`config.mk`:
```
export PLATFORM = sky130hd
export DESIGN_NAME = output_uart_tx
export DESIGN_NICKNAME = d
export VERILOG_FILES = /design/src/rtl/uart_pkg.sv /design/src/rtl/byte_fifo.sv /design/src/rtl/output_uart_tx.sv
export SDC_FILE = /design/constraint.sdc
export NUM_CORES = 1
export LEC_CHECK = 0
export CORE_MARGIN = 5
export CORE_UTILIZATION = 50
export CTS_CLUSTER_DIAMETER = 40
export CTS_CLUSTER_SIZE = 28
export DETAILED_ROUTE_END_ITERATION = 16
export PLACE_DENSITY = 0.67
export SETUP_SLACK_MARGIN = 0.3
export SYNTH_ARGS = -nofsm -noshare
export SYNTH_HDL_FRONTEND = slang
export SYNTH_HIERARCHICAL = 1
export SYNTH_SLANG_ARGS = --single-unit
export TNS_END_PERCENT = 30
```
`constraint.sdc`:
```
create_clock -name clk -period 5.87 [get_ports clk]
set_clock_uncertainty 0.15 [all_clocks]
set_input_delay 1.4675 -clock clk [delete_from_list [all_inputs] [get_ports clk]]
set_output_delay 1.4675 -clock clk [all_outputs]
set_load 0.01 [all_outputs]
```
`src/rtl/uart_pkg.sv`:
```
// Shared definitions for the output UART transmitter: state enumeration, bit-period helper, frame lengths.
// The PARITY state and the 11-bit frame exist only when UART_TX_PARITY_EN is defined.
package uart_pkg;

`ifdef UART_TX_PARITY_EN
    typedef enum logic [2:0] {
        ST_IDLE   = 3'd0,
        ST_START  = 3'd1,
        ST_DATA   = 3'd2,
        ST_PARITY = 3'd3,
        ST_STOP   = 3'd4
    } tx_state_e;
    localparam int FRAME_BITS = 11;
`else
    typedef enum logic [2:0] {
        ST_IDLE  = 3'd0,
        ST_START = 3'd1,
        ST_DATA  = 3'd2,
        ST_STOP  = 3'd4
    } tx_state_e;
    localparam int FRAME_BITS = 10;
`endif

    localparam int DATA_BITS = 8;

    // Integer truncation: any remainder of CLK_HZ/BAUD is absorbed as baud error.
    function automatic int clks_per_bit(input int clk_hz, input int baud);
        return clk_hz / baud;
    endfunction

endpackage

```
`src/rtl/byte_fifo.sv`:
```
// Synchronous byte FIFO with show-ahead read data; full/empty come from an occupancy counter.
// A push into a full FIFO is accepted only when a pop happens in the same cycle.
module byte_fifo #(
    parameter int DEPTH = 16
) (
    input  logic                     clk,
    input  logic                     rst,
    input  logic                     push,
    input  logic                     pop,
    input  logic [7:0]               din,
    output logic [7:0]               dout,
    output logic                     full,
    output logic                     empty,
    output logic [$clog2(DEPTH):0]   level
);

    localparam int AW = $clog2(DEPTH);
    localparam logic [AW:0] FULL_CNT = DEPTH[AW:0];

    logic [7:0]    mem [DEPTH];
    logic [AW-1:0] wr_ptr;
    logic [AW-1:0] rd_ptr;
    logic [AW:0]   count;
    logic          push_ok;
    logic          pop_ok;

    assign full    = (count == FULL_CNT);
    assign empty   = (count == '0);
    assign pop_ok  = pop && !empty;
    assign push_ok = push && (!full || pop_ok);
    assign dout    = mem[rd_ptr];
    assign level   = count;

    // Storage needs no reset; only pointers and occupancy define content.
    always_ff @(posedge clk) begin
        if (push_ok) begin
            mem[wr_ptr] <= din;
        end
    end

    always_ff @(posedge clk or posedge rst) begin
        if (rst) begin
            wr_ptr <= '0;
            rd_ptr <= '0;
            count  <= '0;
        end else begin
            if (push_ok) begin
                wr_ptr <= wr_ptr + AW'(1);
            end
            if (pop_ok) begin
                rd_ptr <= rd_ptr + AW'(1);
            end
            case ({push_ok, pop_ok})
                2'b10:   count <= count + (AW+1)'(1);
                2'b01:   count <= count - (AW+1)'(1);
                default: count <= count;
            endcase
        end
    end

endmodule

```
`src/rtl/output_uart_tx.sv`:
```
// Byte-buffered UART transmitter (8N1, or 8E1 when UART_TX_PARITY_EN is defined).
// Bytes strobed in on output_valid are queued and sent back-to-back, LSB first.
module output_uart_tx
    import uart_pkg::*;
#(
    parameter int CLK_HZ     = 50000000,
    parameter int BAUD       = 115200,
    parameter int FIFO_DEPTH = 16
) (
    input  logic                          clk,
    input  logic                          rst,
    input  logic                          output_valid,
    input  logic [7:0]                    output_data,
    output logic                          uart_tx,
    output logic                          tx_busy,
    output logic                          tx_overflow,
    output logic [$clog2(FIFO_DEPTH):0]   fifo_level
);

    localparam int CPB   = clks_per_bit(CLK_HZ, BAUD);
    localparam int CNT_W = (CPB > 1) ? $clog2(CPB) : 1;
    localparam logic [CNT_W-1:0] BAUD_LAST = CNT_W'(CPB - 1);

    tx_state_e        state_q, state_d;
    logic [CNT_W-1:0] baud_q;
    logic [2:0]       bit_q;
    logic [7:0]       shift_q, shift_d;
    logic             tx_q, tx_d;
    logic             ovf_q;
    logic             bit_done;
    logic             fifo_pop;
    logic [7:0]       fifo_dout;
    logic             fifo_full;
    logic             fifo_empty;
`ifdef UART_TX_PARITY_EN
    logic             parity_q;
`endif

    byte_fifo #(
        .DEPTH (FIFO_DEPTH)
    ) u_fifo (
        .clk   (clk),
        .rst   (rst),
        .push  (output_valid),
        .pop   (fifo_pop),
        .din   (output_data),
        .dout  (fifo_dout),
        .full  (fifo_full),
        .empty (fifo_empty),
        .level (fifo_level)
    );

    assign bit_done = (baud_q == BAUD_LAST);

    always_comb begin
        state_d  = state_q;
        shift_d  = shift_q;
        fifo_pop = 1'b0;
        case (state_q)
            ST_IDLE: begin
                if (!fifo_empty) begin
                    fifo_pop = 1'b1;
                    shift_d  = fifo_dout;
                    state_d  = ST_START;
                end
            end
            ST_START: begin
                if (bit_done) begin
                    state_d = ST_DATA;
                end
            end
            ST_DATA: begin
                if (bit_done) begin
                    if (bit_q == 3'd7) begin
`ifdef UART_TX_PARITY_EN
                        state_d = ST_PARITY;
`else
                        state_d = ST_STOP;
`endif
                    end else begin
                        shift_d = {1'b0, shift_q[7:1]};
                    end
                end
            end
`ifdef UART_TX_PARITY_EN
            ST_PARITY: begin
                if (bit_done) begin
                    state_d = ST_STOP;
                end
            end
`endif
            ST_STOP: begin
                // Popping on the last stop cycle keeps frames contiguous.
                if (bit_done) begin
                    if (!fifo_empty) begin
                        fifo_pop = 1'b1;
                        shift_d  = fifo_dout;
                        state_d  = ST_START;
                    end else begin
                        state_d = ST_IDLE;
                    end
                end
            end
            default: state_d = ST_IDLE;
        endcase
    end

    // Line level is decoded from the next state so uart_tx can be a plain register.
    always_comb begin
        tx_d = 1'b1;
        case (state_d)
            ST_START:  tx_d = 1'b0;
            ST_DATA:   tx_d = shift_d[0];
`ifdef UART_TX_PARITY_EN
            ST_PARITY: tx_d = parity_q;
`endif
            default:   tx_d = 1'b1;
        endcase
    end

    always_ff @(posedge clk or posedge rst) begin
        if (rst) begin
            state_q <= ST_IDLE;
            baud_q  <= '0;
            bit_q   <= '0;
            shift_q <= '0;
            tx_q    <= 1'b1;
            ovf_q   <= 1'b0;
        end else begin
            state_q <= state_d;
            shift_q <= shift_d;
            tx_q    <= tx_d;
            if (state_q == ST_IDLE || bit_done) begin
                baud_q <= '0;
            end else begin
                baud_q <= baud_q + CNT_W'(1);
            end
            if (state_q != ST_DATA) begin
                bit_q <= '0;
            end else if (bit_done) begin
                bit_q <= bit_q + 3'd1;
            end
            if (output_valid && fifo_full && !fifo_pop) begin
                ovf_q <= 1'b1;
            end
        end
    end

`ifdef UART_TX_PARITY_EN
    always_ff @(posedge clk or posedge rst) begin
        if (rst) begin
            parity_q <= 1'b0;
        end else if (fifo_pop) begin
            parity_q <= ^fifo_dout;
        end
    end
`endif

    assign uart_tx     = tx_q;
    assign tx_overflow = ovf_q;
    assign tx_busy     = !((state_q == ST_IDLE) && (fifo_level == '0));

endmodule

```
Word level (Yosys, flattened, before mapping):

Memory sizes are Yosys's and may differ from the RTL's.
Cells that the tools add are included.

* word-level logic and storage cells: 70
* memories: 1
* flip-flop bits (word level): 38
* input bits: 11
* bits in writable memories: 128
* output and inout bits: 8

Memory list
* u_fifo.mem: depth 16, bits a word 8, read ports 1, clocked after memory_dff 0, wr ports 1, line byte_fifo.sv:20 `logic [7:0] mem [DEPTH];`

* reductions and logical operators: 17
* add/subtract/negate cells: 6
* multiplexer cells: 22
* equality and inequality tests: 14

Operators with widths (count)
* 8-bit 2-to-1 mux: 4
* 8-bit case mux with 3 select lines: 1
* 3-bit 2-to-1 mux: 7
* 3-bit case mux with 4 select lines: 1
* 5-bit case mux with 2 select lines: 1
* 9-bit by 1-bit adder with 9-bit output (second input constant): 1
* 9-bit == test (second input constant): 1
* 9-bit 2-to-1 mux: 1
* 4-bit by 1-bit adder with 4-bit output (second input constant): 2
* 3-bit by 1-bit == test with 1-bit output (second input constant): 2
* 3-bit by 2-bit == test with 1-bit output (second input constant): 2
* 3-bit == test (second input constant): 2
* 2-bit inequality test (second input constant): 3
* 5-bit by 1-bit adder with 5-bit output (second input constant): 1
* 5-bit == test (second input constant): 1
* 1-bit logical AND: 5
* 5-bit logical NOT: 1
* 1-bit 2-to-1 mux: 5
* 5-bit by 1-bit subtractor with 5-bit output (second input constant): 1
* 1-bit logical NOT: 4
* 1-bit case mux with 2 select lines: 2
* 4-bit AND reduction: 1
* 2-bit nonzero test: 2
* 3-bit by 1-bit adder with 3-bit output (second input constant): 1
* 6 further kinds: 7

Depth between registers and ports, before layout:

Gate-level depths: netlist of run 1.

* depth in word-level cells: 9
* gate-level depth with buffers: 14

Hierarchy:

Netlist of run 1, hierarchy kept.

Modules (own cells, without submodules)
* byte_fifo: instances 1, area an instance 5754.3 um^2, cells an instance 298
* output_uart_tx: instances 1, area an instance 1373.8 um^2, cells an instance 136

Least setup slack after synthesis of run 1:

Ideal clock, no wire load.

* path kind: input -> register
* start: input port output_valid
* end: register u_fifo.count[4] (netlist: u_fifo/level[4])
* setup time: 0.087 ns
* slack: 2.620 ns
* stages: 7
* arrival: 3.013 ns
* cell sequence: clkbuf_1 > or2_2 > fa_1 > nand2b_1 > a211o_1 > o31a_1 > o211ai_1

* longest elaborated chain between the ends: 3
* elaborated cells on any way between the ends: 5

Ends and longest elaborated chain
* start, declared: line output_uart_tx.sv:12 `input logic output_valid,`
* 1-bit logical AND (*): line byte_fifo.sv:30 `assign push_ok = push && (!full || pop_ok);`
* 2-bit by 1-bit == test with 1-bit output / 2-bit == test (equally long branches): line byte_fifo.sv:53 `case ({push_ok, pop_ok})`
* 5-bit case mux with 2 select lines / 2-bit nonzero test (equally long branches)
* end signal, assigned: line byte_fifo.sv:54 `2'b10: count <= count + (AW+1)'(1);`
* end signal, assigned: line byte_fifo.sv:55 `2'b01: count <= count - (AW+1)'(1);`
* end signal, assigned: line byte_fifo.sv:56 `default: count <= count;`
* end, declared: line byte_fifo.sv:23 `logic [AW:0] count;`

Every way passes the cells marked *; elsewhere a longest branch is shown, timed or not.
A chain may end at the register's enable or synchronous reset.

Worst setup path after layout of run 1:

* start: register u_fifo.count[1] (netlist: u_fifo/level[1])
* end: output port tx_busy

* longest elaborated chain between the ends: 3

Ends and longest elaborated chain
* 5-bit logical NOT: line output_uart_tx.sv:161 `assign tx_busy = !((state_q == ST_IDLE) && (fifo_level == '0));`
* 1-bit logical AND: line output_uart_tx.sv:161
* 1-bit logical NOT: line output_uart_tx.sv:161
* end, declared: line output_uart_tx.sv:15 `output logic tx_busy,`

No other way between the ends.

==> results of run 1 <==
-- synth_stat cells, drive strengths merged, types with 3 or more instances --
library cell  count
xnor2            15
nand3            10
inv              18
o21ai             4
nor2             23
a21oi             7
buf              12
mux4             32
a221o             6
or4               3
nand4             3
mux2i             9
nand2            20
ha               12
a22oi            17
and2             14
o211ai            4
edfxtp          128
dfrtp            37
nor2b             3
nor3              8
nand2b            5
clkbuf            5
and3              4
-- power groups by stage --
stage                     combinational, µW  sequential, µW  clock (µW)
after detailed placement                407            1490           0
final                                   405            1470        1080
after global routing                    443            1480        1160
after global placement                  398            1490           0
after CTS                               411            1470        1100
after floorplan                         253            1480           0
-- worst max-delay path: stages (launching register included) --
cell and delay [ps]:
dfrtp_1 470, or4_1 550, or4_1 400, clkdlybuf4s50_1 490
-- registers in the layout, indices dropped and copies added (netlist names) --
register       flops
shift_q            8
state_q            3
baud_q             9
uart_tx            1
bit_q              3
tx_overflow        1
u_fifo/wr_ptr      4
u_fifo/rd_ptr      4
u_fifo/level       5
u_fifo/mem       128
-- cells by family after synthesis --
family	count (synthesis)	share of synthesized area [%]
AOI/OAI and AO/OA	55	6.09
buffers and inverters	35	2.18
adders and majority gates	13	2.39
DFF	166	67.3
xor gates and xnor gates	17	2.09
and+or+nand+nor	105	8.28
muxes	43	11.7
-- final cells by class --
| cell class | count | area [µm²] |
|---|---|---|
| tap | 180 | 225 |
| clock buffer | 17 | 425 |
| clock inverter | 14 | 151 |
| sequential | 166 | 4800 |
| fill | 1048 | 5900 |
| timing repair buffer | 19 | 188 |
| inverter | 18 | 67.6 |
| multi-input combinational | 233 | 2180 |
-- metal layers --
metal	up-vias	wire [µm]	share of wire (%)
met3	22	652	4.7
met2	120	6750	48
met4	0	284	2.0
li1	1743	-	-
met5	-	0	0
met1	1978	6280	45
-- per-stage QoR --
| step | cell area [µm²] | setup WS, ps | power (µW) |
|---|---|---|---|
| finish | 8030 | 1930 | 2960 |
| global route | 8030 | 1840 | 3080 |
| CTS | 8030 | 1890 | 2980 |
| detailed placement | 7460 | 1930 | 1900 |
| global placement | 7460 | 1990 | 1890 |
| floorplan | 7130 | 2620 | 1730 |
-- worst max-delay path by stage --
stage / from / to / slack (ps) / cells past startpoint
3_3_place_gp: output_valid / u_fifo/level[4] / 1990 / 7
5_1_grt: u_fifo/level[1] / tx_busy / 1840 / 3
3_5_place_dp: output_valid / u_fifo/level[4] / 1930 / 7
6_report: u_fifo/level[1] / tx_busy / 1930 / 3
2_1_floorplan: output_valid / u_fifo/level[4] / 2620 / 7
4_1_cts: u_fifo/level[1] / tx_busy / 1890 / 3
==> impl_metrics.tcl, run 1 <==
set metrics [dict create \
    min_from "tx_overflow" \
    synth_enable_flop_cells 128 \
    layout_commonest_cell "edfxtp_1" \
    postSynthAreaPerCell_um2 16.4 \
    fin_util_pct 57.6 \
    worst_r2r_endpoint "u_fifo/level[4]" \
    yosysTopAreaCellShare_pct 53.9 \
    final_cell_mix "edfxtp_1 (128), dfrtp_1 (35), mux4_2 (32)" \
    synth-seq-cells 166 \
    drive_gt1_share_pct 16.9 \
    grt_pass1_vias 3992 \
    row_count 43 \
    cp_max_fo 6 \
    clockBufferDepth 2 \
    start_kind "flip-flop" \
    grt_pass1_wl_um 22300 \
    fmax_mhz 254 \
    worst_setup_path_end_kind "primary output" \
    tns_ps 0 \
    grtUsageMet2_pct 27.7 \
    grt_use_met1_pct 26.0 \
    vias 3863 \
    syn_inst 434 \
    grt_overflow 0 \
    syn_area_mm2 0.00713 \
    io_pins 19 \
    yosysSeqAreaShare_pct 67.3 \
    instances_no_fill 647 \
    first_pass_iters 6 \
    die_w_um 129 \
    whs_path_depth 1 \
    power_switching_uw 760 \
    p_seq_share_pct 49.7 \
    ant_nets 0 \
    clock-sinks 166 \
    rsz0062_at_grt "false" \
    fin_hold_ws_ps 355 \
    yosys-top-cells-area "edfxtp_1 (54%), dfrtp_1 (13%), mux4_2 (10%)" \
    gr-usage-all-layers_pct 18.2 \
    drv_cap 0 \
    reg2reg_depth 13 \
    switching_share_pct 25.7 \
    period_share_pct 67.1 \
    core_mm2 0.0139 \
    min_path_type "reg -> reg" \
    clk_pin_slew_ps 60 \
    crit_type "reg -> out" \
    numCtsBuffers 17 \
    insertion_delay_ps 420 \
    die_y_um 129 \
    syn2layout_area_growth_pct 12.7 \
    nNetsFinal 479 \
    antenna_found_initial 0 \
    hold_viol_final 0 \
    p_comb_share_pct 13.7 \
    antenna_cells 0 \
    status "completed" \
    io_buffers 18 \
    totalWireLength_um 14000 \
    reg2reg_slack_ps 2160 \
    cts_resized 0 \
    synth_cell_types 60 \
    dp_hpwl_um 9000 \
    grt_use_met3_pct 3.79 \
    wl_per_cell_um 21.6 \
    clockRootBuffer "clkbuf_16" \
    worst_pin_slew_ps 965 \
    critPathRequiredTime_ps 4250 \
    power_leakage_uw 0.00281 \
    vdd_drop_max_mv 0.286 \
    synthFlopType "edfxtp_1" \
    place_inst 616 \
    htreeDepth 4 \
    cts_tree "built" \
    period_needed_ps 3940 \
    worstHoldEndpoint "tx_overflow" \
    async_reset_ff_share_pct 22.9 \
    first_iter_violations 378 \
    gp_congestion 0.789 \
    busiest_layer "met2" \
    max_slew_margin_pct 35.6 \
    p_int_uw 2200 \
    die-area_mm2 0.0167 \
    synth_top_area_cell "edfxtp_1" \
    drcViolationCount 0 \
    via_per_inst 5.97 \
    start_util_pct 51.2 \
    rr_startpoint "u_fifo/level[0]" \
    syn-num-nets 458 \
    synth-warning-count 6 \
    post_cts_buffers 0 \
    slew_violations 0 \
    critPathArrivalTime_ps 2320 \
    powerDensity_mw_per_mm2 368 \
    pwr-share-clk_pct 36.6 \
    grt_max_degree 36 \
    setup_viol 0 \
    postCtsHoldBufs 0 \
]
(Power assumes the default switching activity.)
==> inputs of run 2 (changes only) <==
clock period = 4 ns   (was 5.87 ns; I/O delays follow)
==> impl_metrics.tcl, run 2 (same netlist as run 1, synthesis figures left out) <==
set metrics [dict create \
    tns_ps 0 \
    io_buffers 18 \
    worstPathCellList "or2_2 > or4_1 > clkdlybuf4s50_1" \
    crit_path_start "state_q[1]" \
    via_per_inst 5.88 \
    syn2layout_area_growth_pct 13.1 \
    first_iter_violations 274 \
    drive_gt1_share_pct 17.2 \
    gr-usage-all-layers_pct 18.0 \
    period_share_pct 87.5 \
    crit_type "reg -> out" \
    post_cts_buffers 0 \
    die-area_mm2 0.0167 \
    grt_overflow 0 \
    power_leakage_uw 0.00283 \
    antenna_found_initial 0 \
    worst_r2r_endpoint "u_fifo/level[4]" \
    fmax_mhz 286 \
    numCtsBuffers 17 \
    cts_resized 0 \
    cts_tree "built" \
    slew_violations 0 \
    rsz0062_at_grt "false" \
    endpoint "tx_busy" \
    die_y_um 129 \
    worst_setup_path_end_kind "primary output" \
    largest_register "u_fifo/mem" \
    hold_viol_final 0 \
    grt_pass1_wl_um 21800 \
    grt_max_degree 26 \
    clockRootBuffer "clkbuf_16" \
    row_count 43 \
    first_pass_iters 5 \
    drcViolationCount 0 \
    layout_commonest_cell "edfxtp_1" \
    status "completed" \
    drv_cap 0 \
    io_pins 19 \
    rr_startpoint "baud_q[1]" \
    dpl_cell_area_mm2 0.00750 \
    period_needed_ps 3500 \
    die_w_um 129 \
    antenna_cells 0 \
    insertion_delay_ps 410 \
    clock-sinks 166 \
    vias 3836 \
    postCtsHoldBufs 0 \
    cp_max_fo 11 \
    worst_path_largest_cell_delay_ps 500 \
    start_util_pct 51.2 \
    worst_pin_slew_ps 960 \
    powerDensity_mw_per_mm2 536 \
    core_mm2 0.0139 \
    setup_viol 0 \
    totalWireLength_um 14100 \
    largest_reg_flops 128 \
    max_slew_margin_pct 35.9 \
    top_regs "u_fifo/mem: 128 flops, baud_q: 9 flops, shift_q: 8 flops" \
    dp_hpwl_um 9130 \
    reg2reg_slack_ps 540 \
    critPathArrivalTime_ps 2350 \
    grt_pass1_vias 3987 \
    start_kind "flip-flop" \
    htreeDepth 4 \
    final_area_mm2 0.00806 \
    vdd_drop_max_mv 0.387 \
    fin_hold_ws_ps 333 \
    slowest_stage "or4_1" \
    ant_nets 0 \
    clk_pin_slew_ps 60 \
    gp_congestion 0.765 \
    reg2reg_depth 13 \
    min_path_type "reg -> reg" \
    wl_per_cell_um 21.6 \
    nNetsFinal 483 \
    critPathRequiredTime_ps 2850 \
    final_cell_mix "edfxtp_1 (128), dfrtp_1 (36), mux4_2 (32)" \
    clockBufferDepth 2 \
]
run 2: changes by cell type in the layout (fill, tap and decap cells not counted), sizes merged:
cell,before,now
buf,1,5
clkinv,5,6
inv,23,21
clkinvlp,2,1
clkbuf,17,20
run 2: how the worst min path moves through the flow:
stage                           start     endpoint  slack [ps]  cells after the start
after floorplan            state_q[0]   state_q[2]         320                      1
after global placement    tx_overflow  tx_overflow         320                      1
after detailed placement  tx_overflow  tx_overflow         330                      1
after CTS                 tx_overflow  tx_overflow         350                      1
after global routing      tx_overflow  tx_overflow         360                      1
final                     tx_overflow  tx_overflow         330                      1
run 2: per-layer routing:
| layer | wire length [µm] | vias up | track usage [%] |
|---|---|---|---|
| met1 | 6030 | 1969 | 24.1 |
| met5 | 0 | - | 0 |
| li1 | - | 1762 | - |
| met2 | 7230 | 95 | 29.3 |
| met3 | 699 | 10 | 4.37 |
| met4 | 127 | 0 | 5.74 |
run 2: final cells by class:
cell class,instances,area (µm²)
inverters,18,67.6
clock inverters,12,128
fillers,1035,5870
clock buffers,20,437
well taps,180,225
flip-flops and latches,166,4800
repair buffers,23,230
multi-input cells,233,2180
run 2: where the power goes:
group	internal (µW)	switching [µW]	total (µW)
Sequential	2040	116	2160
Clock	919	634	1550
Combinational	272	338	610
run 2: critical path, delay by kind of cell, from the launching register on:
| kind | cells | cell delay (ps) |
|---|---|---|
| flip-flops | 1 | 490 |
| buffers and inverters | 1 | 490 |
| AND/OR/NAND/NOR | 2 | 960 |
run 2: per-stage QoR:
step | std cells | power (µW) | utilization (%) | setup WS [ps]
after detailed placement | 620 | 2790 | 53.8 | 527
after global routing | 652 | 4500 | 57.9 | 372
after CTS | 652 | 4360 | 57.9 | 466
final | 652 | 4320 | 57.9 | 502
after floorplan | 434 | 2540 | - | 793
after global placement | 620 | 2770 | 53.8 | 620
==> inputs of run 3 (changes only) <==
clock period = 4.1 ns   (was 4 ns; I/O delays follow)
==> impl_metrics.tcl, run 3 (same netlist as run 1, synthesis figures left out) <==
set metrics [dict create \
    drv_cap 0 \
    worst-path-buf-inv 2 \
    htreeDepth 4 \
    antenna_cells 0 \
    numCtsBuffers 17 \
    reg2reg_slack_ps 520 \
    postCtsHoldBufs 0 \
    worst_setup_path_end_kind "flip-flop" \
    rr_startpoint "baud_q[1]" \
    core_mm2 0.0139 \
    max_slew_margin_pct 35.2 \
    ant_nets 0 \
    first_pass_iters 4 \
    worst_r2r_endpoint "u_fifo/level[4]" \
    start_util_pct 51.2 \
    antenna_found_initial 0 \
    gr-usage-all-layers_pct 18.3 \
    status "completed" \
    via_per_inst 5.97 \
    io_pins 19 \
    worst_path_largest_cell_delay_ps 440 \
    fmax_mhz 279 \
    clockRootBuffer "clkbuf_16" \
    rsz0062_at_grt "false" \
    cp_max_fo 9 \
    start_kind "flip-flop" \
    clock-sinks 166 \
    critPathRequiredTime_ps 4290 \
    row_count 43 \
    syn2layout_area_growth_pct 13.7 \
    crit_type "reg -> reg" \
    worst_pin_slew_ps 972 \
    post_cts_buffers 0 \
    powerDensity_mw_per_mm2 536 \
    min_path_type "reg -> reg" \
    crit_path_start "baud_q[1]" \
    min_from "tx_overflow" \
    worstHoldEndpoint "tx_overflow" \
    period_share_pct 87.4 \
    first_iter_violations 265 \
    cp_top_family "simple AND/OR/NAND/NOR gates" \
    layout_commonest_cell "edfxtp_1" \
    io_buffers 18 \
    wl_per_cell_um 21.7 \
    vdd_drop_max_mv 0.394 \
    cts_resized 0 \
    top_regs "u_fifo/mem: 128 flops, baud_q: 9 flops, shift_q: 8 flops" \
    totalPowerFinal_uw 4350 \
    largest_register "u_fifo/mem" \
    nNetsFinal 482 \
    grt_pass1_vias 3924 \
    die-area_mm2 0.0167 \
    clk_pin_slew_ps 60 \
    final_cell_mix "edfxtp_1 (128), dfrtp_1 (36), mux4_2 (32)" \
    grt_max_degree 36 \
    setup_viol 0 \
    grt_pass1_wl_um 22300 \
    tns_ps 0 \
    drcViolationCount 0 \
    clockBufferDepth 2 \
    critPathArrivalTime_ps 3770 \
    die_y_um 129 \
    grt_overflow 0 \
    worstPathCellList "inv_1 > ha_1 > and4bb_2 > a21oi_2 > or3_1 > inv_1 > o21ai_2 > or2_2 > fa_1 > nand2b_1 > a211o_1 > o31a_1 > o211ai_1" \
    cts_tree "built" \
    totalWireLength_um 14100 \
    power_leakage_uw 0.00284 \
    hold_viol_final 0 \
    largest_reg_flops 128 \
    slew_violations 0 \
    die_w_um 129 \
    slowest_stage "or3_1" \
    drive_gt1_share_pct 17.0 \
    gp_congestion 0.800 \
    insertion_delay_ps 420 \
    reg2reg_depth 13 \
    period_needed_ps 3580 \
    cpMostUsedCell "inv_1" \
    vias 3880 \
    whs_path_depth 1 \
    dp_hpwl_um 9100 \
]
run 3: final cells by class:
cell class                 count  area (µm²)
fill                        1066        5830
sequential                   166        4800
multi-input combinational    233        2180
clock buffer                  19         433
tap                          180         225
timing repair buffer          22         223
clock inverter                12         179
inverter                      18        67.6
run 3: metal layers:
metal  part of all wire [%]  vias up  wire length, µm  global-route usage, %
li1                       -     1755                -                      -
met4                    2.0        0              279                   6.79
met5                      0        -                0                      0
met1                     44     2015             6160                   24.8
met3                    3.7       20              516                   3.59
met2                     51       90             7120                   29.5
run 3: worst max-delay path by stage:
stage	end	cells after the start
finish	u_fifo/level[4]	13
global route	u_fifo/level[4]	13
CTS	u_fifo/level[4]	13
floorplan	u_fifo/level[4]	13
global placement	u_fifo/level[4]	7
detailed placement	u_fifo/mem[5][6]	5
run 3: stage by stage:
| stage | utilization (%) | cells | setup slack [ps] | hold slack, ps | instance area, µm² |
|---|---|---|---|---|---|
| floorplan | - | 434 | 893 | 321 | 7130 |
| detailed placement | 53.7 | 619 | 578 | 349 | 7490 |
| global placement | 53.7 | 619 | 703 | 318 | 7490 |
| finish | 58.1 | 650 | 516 | 348 | 8100 |
| CTS | 58.1 | 650 | 544 | 362 | 8100 |
| global route | 58.1 | 650 | 306 | 379 | 8100 |
run 3: worst register-to-register path, delay by kind of cell, from the launching register on:
kind | cells | cell delay, ps
AOI/OAI and AO/OA | 5 | 850
and+or+nand+nor | 4 | 1260
adders and majority gates | 2 | 570
buffers and inverters | 2 | 260
DFF | 1 | 410
run 3: where the power goes:
part	leakage, µW	switching, µW	internal [µW]
clock	0.000289	627	1020
combinational	0.000934	334	265
sequential	0.00162	111	1990
total	0.00284	1070	3270
